[config.mk]
export PLATFORM = sky130hd
export DESIGN_NAME = xosera_bus_frontend
export DESIGN_NICKNAME = d
export VERILOG_FILES = /design/src/rtl/xosera_bus_frontend.sv
export SDC_FILE = /design/constraint.sdc
export NUM_CORES = 1
export LEC_CHECK = 0
export BUFFER_PORTS_ARGS = -buffer_cell sky130_fd_sc_hd__buf_2
export CAP_MARGIN = 20
export CORE_ASPECT_RATIO = 1.2
export CORE_MARGIN = 2
export CORE_UTILIZATION = 50
export CTS_CLUSTER_DIAMETER = 120
export CTS_CLUSTER_SIZE = 16
export DETAILED_ROUTE_END_ITERATION = 6
export PLACE_DENSITY = 0.71
export SLEW_MARGIN = 20
export SYNTH_ARGS = -nofsm -noshare
export SYNTH_HDL_FRONTEND = slang
export SYNTH_SLANG_ARGS = --single-unit
export TNS_END_PERCENT = 10
[constraint.sdc]
create_clock -name clk -period 2.6 [get_ports clk]
set_clock_uncertainty 0.05 [all_clocks]
set_input_delay 0.52 -clock clk [delete_from_list [all_inputs] [get_ports clk]]
set_output_delay 0.52 -clock clk [all_outputs]
set_load 0.02 [all_outputs]
[src/rtl/xosera_bus_frontend.sv]
// Asynchronous host-bus front end: synchronises the bus pins, turns each chip-select
// edge into one core write strobe or read request, and answers the host with DTACK.
`timescale 1ns/1ps
module xosera_bus_frontend #(
    parameter int DATA_W      = 8,
    parameter int REG_W       = 4,
    parameter int SYNC_STAGES = 2,
    parameter int DTACK_DELAY = 0,
    parameter int RD_TIMEOUT  = 8
) (
    input  logic              clk,
    input  logic              reset_i,
    input  logic              bus_cs_n_i,
    input  logic              bus_rd_nwr_i,
    input  logic              bus_bytesel_i,
    input  logic [REG_W-1:0]  bus_reg_num_i,
    input  logic [DATA_W-1:0] bus_data_i,
    output logic [DATA_W-1:0] bus_data_o,
    output logic              bus_out_ena_o,
    output logic              bus_dtack_n_o,
    output logic [REG_W-1:0]  reg_num_o,
    output logic              bytesel_o,
    output logic [DATA_W-1:0] wr_data_o,
    output logic              wr_strobe_o,
    output logic              rd_req_o,
    input  logic [DATA_W-1:0] rd_data_i,
    input  logic              rd_valid_i,
    output logic              timeout_o
);

    localparam int IN_W    = 3 + REG_W + DATA_W;
    localparam int CNT_MAX = (DTACK_DELAY > RD_TIMEOUT) ? DTACK_DELAY : RD_TIMEOUT;
    localparam int CNT_W   = $clog2(CNT_MAX + 1);
    localparam logic [CNT_W-1:0] DLY_LAST = CNT_W'(DTACK_DELAY);
    // Last WAIT_RD count so the timeout pulse lands RD_TIMEOUT cycles after rd_req_o.
    localparam logic [CNT_W-1:0] TO_LAST  = CNT_W'((RD_TIMEOUT > 1) ? (RD_TIMEOUT - 2) : 0);

    typedef enum logic [2:0] {
        S_IDLE    = 3'd0,
        S_ACCESS  = 3'd1,
        S_WAIT_RD = 3'd2,
        S_DELAY   = 3'd3,
        S_ACK     = 3'd4
    } state_t;

    logic [IN_W-1:0]        sync_q [SYNC_STAGES];
    logic [IN_W-1:0]        sync_d [SYNC_STAGES];
    logic [SYNC_STAGES-1:0] fill_q, fill_d;
    logic [IN_W-1:0]        sync_out;
    logic                   cs_sync, rd_nwr_sync, bytesel_sync;
    logic [REG_W-1:0]       reg_sync;
    logic [DATA_W-1:0]      data_sync;

    state_t                 state_q, state_d;
    logic [CNT_W-1:0]       cnt_q, cnt_d;
    logic                   prev_cs_q, prev_cs_d;
    logic                   rd_nwr_q, rd_nwr_d;
    logic [REG_W-1:0]       reg_num_q, reg_num_d;
    logic                   bytesel_q, bytesel_d;
    logic [DATA_W-1:0]      wr_data_q, wr_data_d;
    logic [DATA_W-1:0]      bus_data_q, bus_data_d;
    logic                   wr_strobe_q, wr_strobe_d;
    logic                   rd_req_q, rd_req_d;
    logic                   timeout_q, timeout_d;
    logic                   dtack_n_q, dtack_n_d;
    logic                   read_active_q, read_active_d;

    assign sync_out     = sync_q[SYNC_STAGES-1];
    assign cs_sync      = sync_out[0];
    assign rd_nwr_sync  = sync_out[1];
    assign bytesel_sync = sync_out[2];
    assign reg_sync     = sync_out[3 +: REG_W];
    assign data_sync    = sync_out[3 + REG_W +: DATA_W];

    // Synchroniser shift and fill tracking (the chain holds reset values until filled).
    always_comb begin
        sync_d[0] = {bus_data_i, bus_reg_num_i, bus_bytesel_i, bus_rd_nwr_i, bus_cs_n_i};
        for (int i = 1; i < SYNC_STAGES; i++) begin
            sync_d[i] = sync_q[i-1];
        end
        fill_d = {fill_q[SYNC_STAGES-2:0], 1'b1};
    end

    // Transaction FSM: next state, counters, latches and registered outputs.
    always_comb begin
        state_d     = state_q;
        cnt_d       = cnt_q;
        rd_nwr_d    = rd_nwr_q;
        reg_num_d   = reg_num_q;
        bytesel_d   = bytesel_q;
        wr_data_d   = wr_data_q;
        bus_data_d  = bus_data_q;
        wr_strobe_d = 1'b0;
        rd_req_d    = 1'b0;
        timeout_d   = 1'b0;
        dtack_n_d   = 1'b1;
        // A stale reset value in the chain must never look like a high-to-low edge.
        prev_cs_d   = cs_sync & fill_q[SYNC_STAGES-1];

        case (state_q)
            S_IDLE: begin
                if (!cs_sync && prev_cs_q) begin
                    rd_nwr_d    = rd_nwr_sync;
                    reg_num_d   = reg_sync;
                    bytesel_d   = bytesel_sync;
                    wr_data_d   = data_sync;
                    wr_strobe_d = ~rd_nwr_sync;
                    rd_req_d    = rd_nwr_sync;
                    cnt_d       = '0;
                    state_d     = S_ACCESS;
                end else begin
                    state_d = S_IDLE;
                end
            end
            S_ACCESS: begin
                cnt_d = '0;
                if (cs_sync) begin
                    state_d = S_IDLE;
                end else if (rd_nwr_q) begin
                    state_d = S_WAIT_RD;
                end else begin
                    state_d = S_DELAY;
                end
            end
            S_WAIT_RD: begin
                if (cs_sync) begin
                    state_d = S_IDLE;
                end else if (rd_valid_i) begin
                    bus_data_d = rd_data_i;
                    cnt_d      = '0;
                    state_d    = S_DELAY;
                end else if (cnt_q == TO_LAST) begin
                    bus_data_d = '1;
                    timeout_d  = 1'b1;
                    cnt_d      = '0;
                    state_d    = S_DELAY;
                end else begin
                    cnt_d = cnt_q + CNT_W'(1);
                end
            end
            S_DELAY: begin
                if (cs_sync) begin
                    state_d = S_IDLE;
                end else if (cnt_q == DLY_LAST) begin
                    dtack_n_d = 1'b0;
                    state_d   = S_ACK;
                end else begin
                    cnt_d = cnt_q + CNT_W'(1);
                end
            end
            S_ACK: begin
                if (cs_sync) begin
                    state_d = S_IDLE;
                end else begin
                    dtack_n_d = 1'b0;
                end
            end
            default: begin
                state_d = S_IDLE;
            end
        endcase

        read_active_d = rd_nwr_d && ((state_d == S_DELAY) || (state_d == S_ACK));
    end

    // State and output registers.
    always_ff @(posedge clk or posedge reset_i) begin
        if (reset_i) begin
            for (int i = 0; i < SYNC_STAGES; i++) begin
                sync_q[i] <= '1;
            end
            fill_q        <= '0;
            state_q       <= S_IDLE;
            cnt_q         <= '0;
            prev_cs_q     <= 1'b0;
            rd_nwr_q      <= 1'b0;
            reg_num_q     <= '0;
            bytesel_q     <= 1'b0;
            wr_data_q     <= '0;
            bus_data_q    <= '0;
            wr_strobe_q   <= 1'b0;
            rd_req_q      <= 1'b0;
            timeout_q     <= 1'b0;
            dtack_n_q     <= 1'b1;
            read_active_q <= 1'b0;
        end else begin
            for (int i = 0; i < SYNC_STAGES; i++) begin
                sync_q[i] <= sync_d[i];
            end
            fill_q        <= fill_d;
            state_q       <= state_d;
            cnt_q         <= cnt_d;
            prev_cs_q     <= prev_cs_d;
            rd_nwr_q      <= rd_nwr_d;
            reg_num_q     <= reg_num_d;
            bytesel_q     <= bytesel_d;
            wr_data_q     <= wr_data_d;
            bus_data_q    <= bus_data_d;
            wr_strobe_q   <= wr_strobe_d;
            rd_req_q      <= rd_req_d;
            timeout_q     <= timeout_d;
            dtack_n_q     <= dtack_n_d;
            read_active_q <= read_active_d;
        end
    end

    // Raw pin terms let the data drivers release the moment the host drops CS.
    assign bus_out_ena_o = read_active_q & ~bus_cs_n_i & bus_rd_nwr_i;
    assign bus_data_o    = bus_data_q;
    assign bus_dtack_n_o = dtack_n_q;
    assign reg_num_o     = reg_num_q;
    assign bytesel_o     = bytesel_q;
    assign wr_data_o     = wr_data_q;
    assign wr_strobe_o   = wr_strobe_q;
    assign rd_req_o      = rd_req_q;
    assign timeout_o     = timeout_q;

endmodule
==> impl_metrics.tcl <==
set metrics [dict create \
    status "finished, final reports clean" \
    drive_above_1_share_pct 51.6 \
    ant_nets 0 \
    areaGrowthSynthToFinish_pct 19.9 \
    total_power_uw 2620 \
    grt_pass1_wl_um 6420 \
    io_pins 52 \
    dp_hpwl_um 2700 \
    drc 0 \
    end_kind "flip-flop" \
    fin_util_pct 61.9 \
    path_clk_slew_ps 70 \
    start_util_pct 51.6 \
    vdd_drop_max_uv 530 \
    syn_inst 147 \
    synth_nets 176 \
    synth_commonest_cells "36 x dfrtp_1, 31 x dfstp_2, 8 x nand2_1, 8 x o22a_1" \
    hold_class "input pin to asynchronous set/reset pin" \
    yosysWarnings 0 \
    period_share_pct 70.7 \
    tightest_slew_ps 595 \
    cp_slowest_cell "dfrtp_1" \
    drt-total-wl_um 3810 \
    cp-start-kind "flip-flop" \
    p_leak_uw 0.00127 \
    crit_fanout 17 \
    synth.most_common_cell "dfrtp_1" \
    synth_edf_count 0 \
    synth_seq_area_share_pct 72.9 \
    wire_per_inst_um 14.0 \
    post_cts_buffers 0 \
    setup_violations 0 \
    firstDrtPassIters 4 \
    cts_hold_buf 0 \
    fin_nets 237 \
    n_fill_cell 350 \
    netlist_area_um2 2350 \
    pre_cts_ws_ps 733 \
    rows 27 \
    port_buffers 51 \
    worstSkewPairLatency_ps 330 \
    post_cts_resized 0 \
    setup.worst_path.class "flip-flop to flip-flop" \
    relSlewSlack_pct 60.3 \
    vias_per_cell 5.06 \
    tns_ps 0 \
    drtIter0Drc 104 \
    synth_top_area_share_pct 38.3 \
    fin_crit_ps 1840 \
    grt_max_degree 31 \
    synthArstFlopShare_pct 100 \
    synth.avg_cell_area_um2 16.0 \
    path_buf_inv 0 \
    tritoncts "built" \
    path_delay_family "simple AND/OR/NAND/NOR gates" \
    required_ps 2750 \
    drv_slew 0 \
    root_buffer "clkbuf_8" \
    cts_buffers 9 \
    clockBufferDepth 2 \
    gp_congestion 0.817 \
    grtUsageTotal_pct 16.9 \
    maxCapViolCount 0 \
    ys_seq_elements 67 \
    die_width_um 66.6 \
    ys_types 34 \
    core_region_area_um2 4560 \
    slowest_delay_ps 470 \
    finalWorstSetupSlack_ps 762 \
    critPathArrivalTime_ps 1980 \
    vias 1371 \
    antenna_found_initial 0 \
    rsz0062_at_grt "false" \
    ys.flop_type "dfrtp_1" \
    hold_viol 0 \
    power.density_nw_per_um2 928 \
    yosys-top-cells-area "dfrtp_1 38%, dfstp_2 35%, mux2_1 3.3%, mux2_2 3.3%, o22a_1 3.0%" \
    dieArea_um2 5270 \
    overflow 0 \
    grt_pass1_vias 1436 \
    fmax_ghz 0.544 \
    diodes 0 \
    cts_max_level 3 \
    synth_top_area_cell "dfrtp_1" \
    worstPathCellList "nor2_1 > nand3_2 > mux2_2 > a21boi_1" \
    clkSinkCount 67 \
    die_h_um 79.2 \
]
-- placed cells by master, fill, tap and decap left out, types with 4 or more instances in the layout --
master / count
clkbuf_8: 9
buf_2: 51
clkbuf_1: 4
o22a_1: 8
dfstp_2: 31
mux2_2: 7
nand2_1: 8
mux2_1: 7
nor2_1: 7
dfrtp_1: 36
inv_1: 5
-- power breakdown --
part | internal, uW | switching [uW]
registers | 1250 | 101
logic | 247 | 340
clock network | 342 | 344
total | 1840 | 786
-- registers in the layout (all words and copies together) (netlist names), 2 cells and up --
register	cells
bus_data_o	8
wr_data_o	8
cnt_q	4
fill_q	2
sync_out	15
reg_num_o	4
sync_d	15
state_q	3
-- logic make-up (layout without fill, tap and decap cells) --
| kind of cell | Yosys count | after routing | share of synthesized area (%) |
|---|---|---|---|
| other | 1 | 1 | 0.159 |
| adder cells (fa/ha/maj) | 3 | 3 | 1.60 |
| AND/OR/NAND/NOR | 35 | 35 | 9.36 |
| flip-flops | 67 | 67 | 72.9 |
| buffers and inverters | 9 | 75 | 2.13 |
| multiplexers | 14 | 14 | 6.70 |
| AO/OA/AOI/OAI | 18 | 18 | 7.18 |
-- metal layers --
metal	GRT usage (%)	routed length, um	up-vias
li1	-	-	640
met1	18.3	1540	677
met2	28.3	1950	46
met3	6.37	245	8
met4	9.18	64	0
met5	0	0	-
-- path summary, 6_finish.rpt --
check                         startpoint  depth (start not counted)  slack [ps]       endpoint
hold / removal                   reset_i                          2         200  bus_data_o[2]
setup reg to reg              state_q[2]                          4         760  read_active_q
max in group asynchronous        reset_i                          3        1550    sync_out[6]
hold reg to reg                sync_d[1]                          0         300    sync_out[1]
setup / recovery              state_q[2]                          4         760  read_active_q
min in group clk           bus_data_i[1]                          1         230      sync_d[8]
-- area by class of cell --
type	count	area, um^2	area share, %
well taps	58	72.6	2.57
inverters	6	22.5	0.798
flip-flops and latches	67	1720	60.8
clock inverters	3	15.0	0.532
clock buffers	13	139	4.92
repair buffers	53	270	9.57
multi-input cells	71	588	20.8
-- stage by stage --
stage	cell area, um^2	hold slack, ps	instances
floorplan	2350	281	147
global placement	2670	286	255
detailed placement	2670	297	255
CTS	2820	201	271
global route	2820	202	271
finish	2820	202	271
Power figures use the tool's default switching activity.
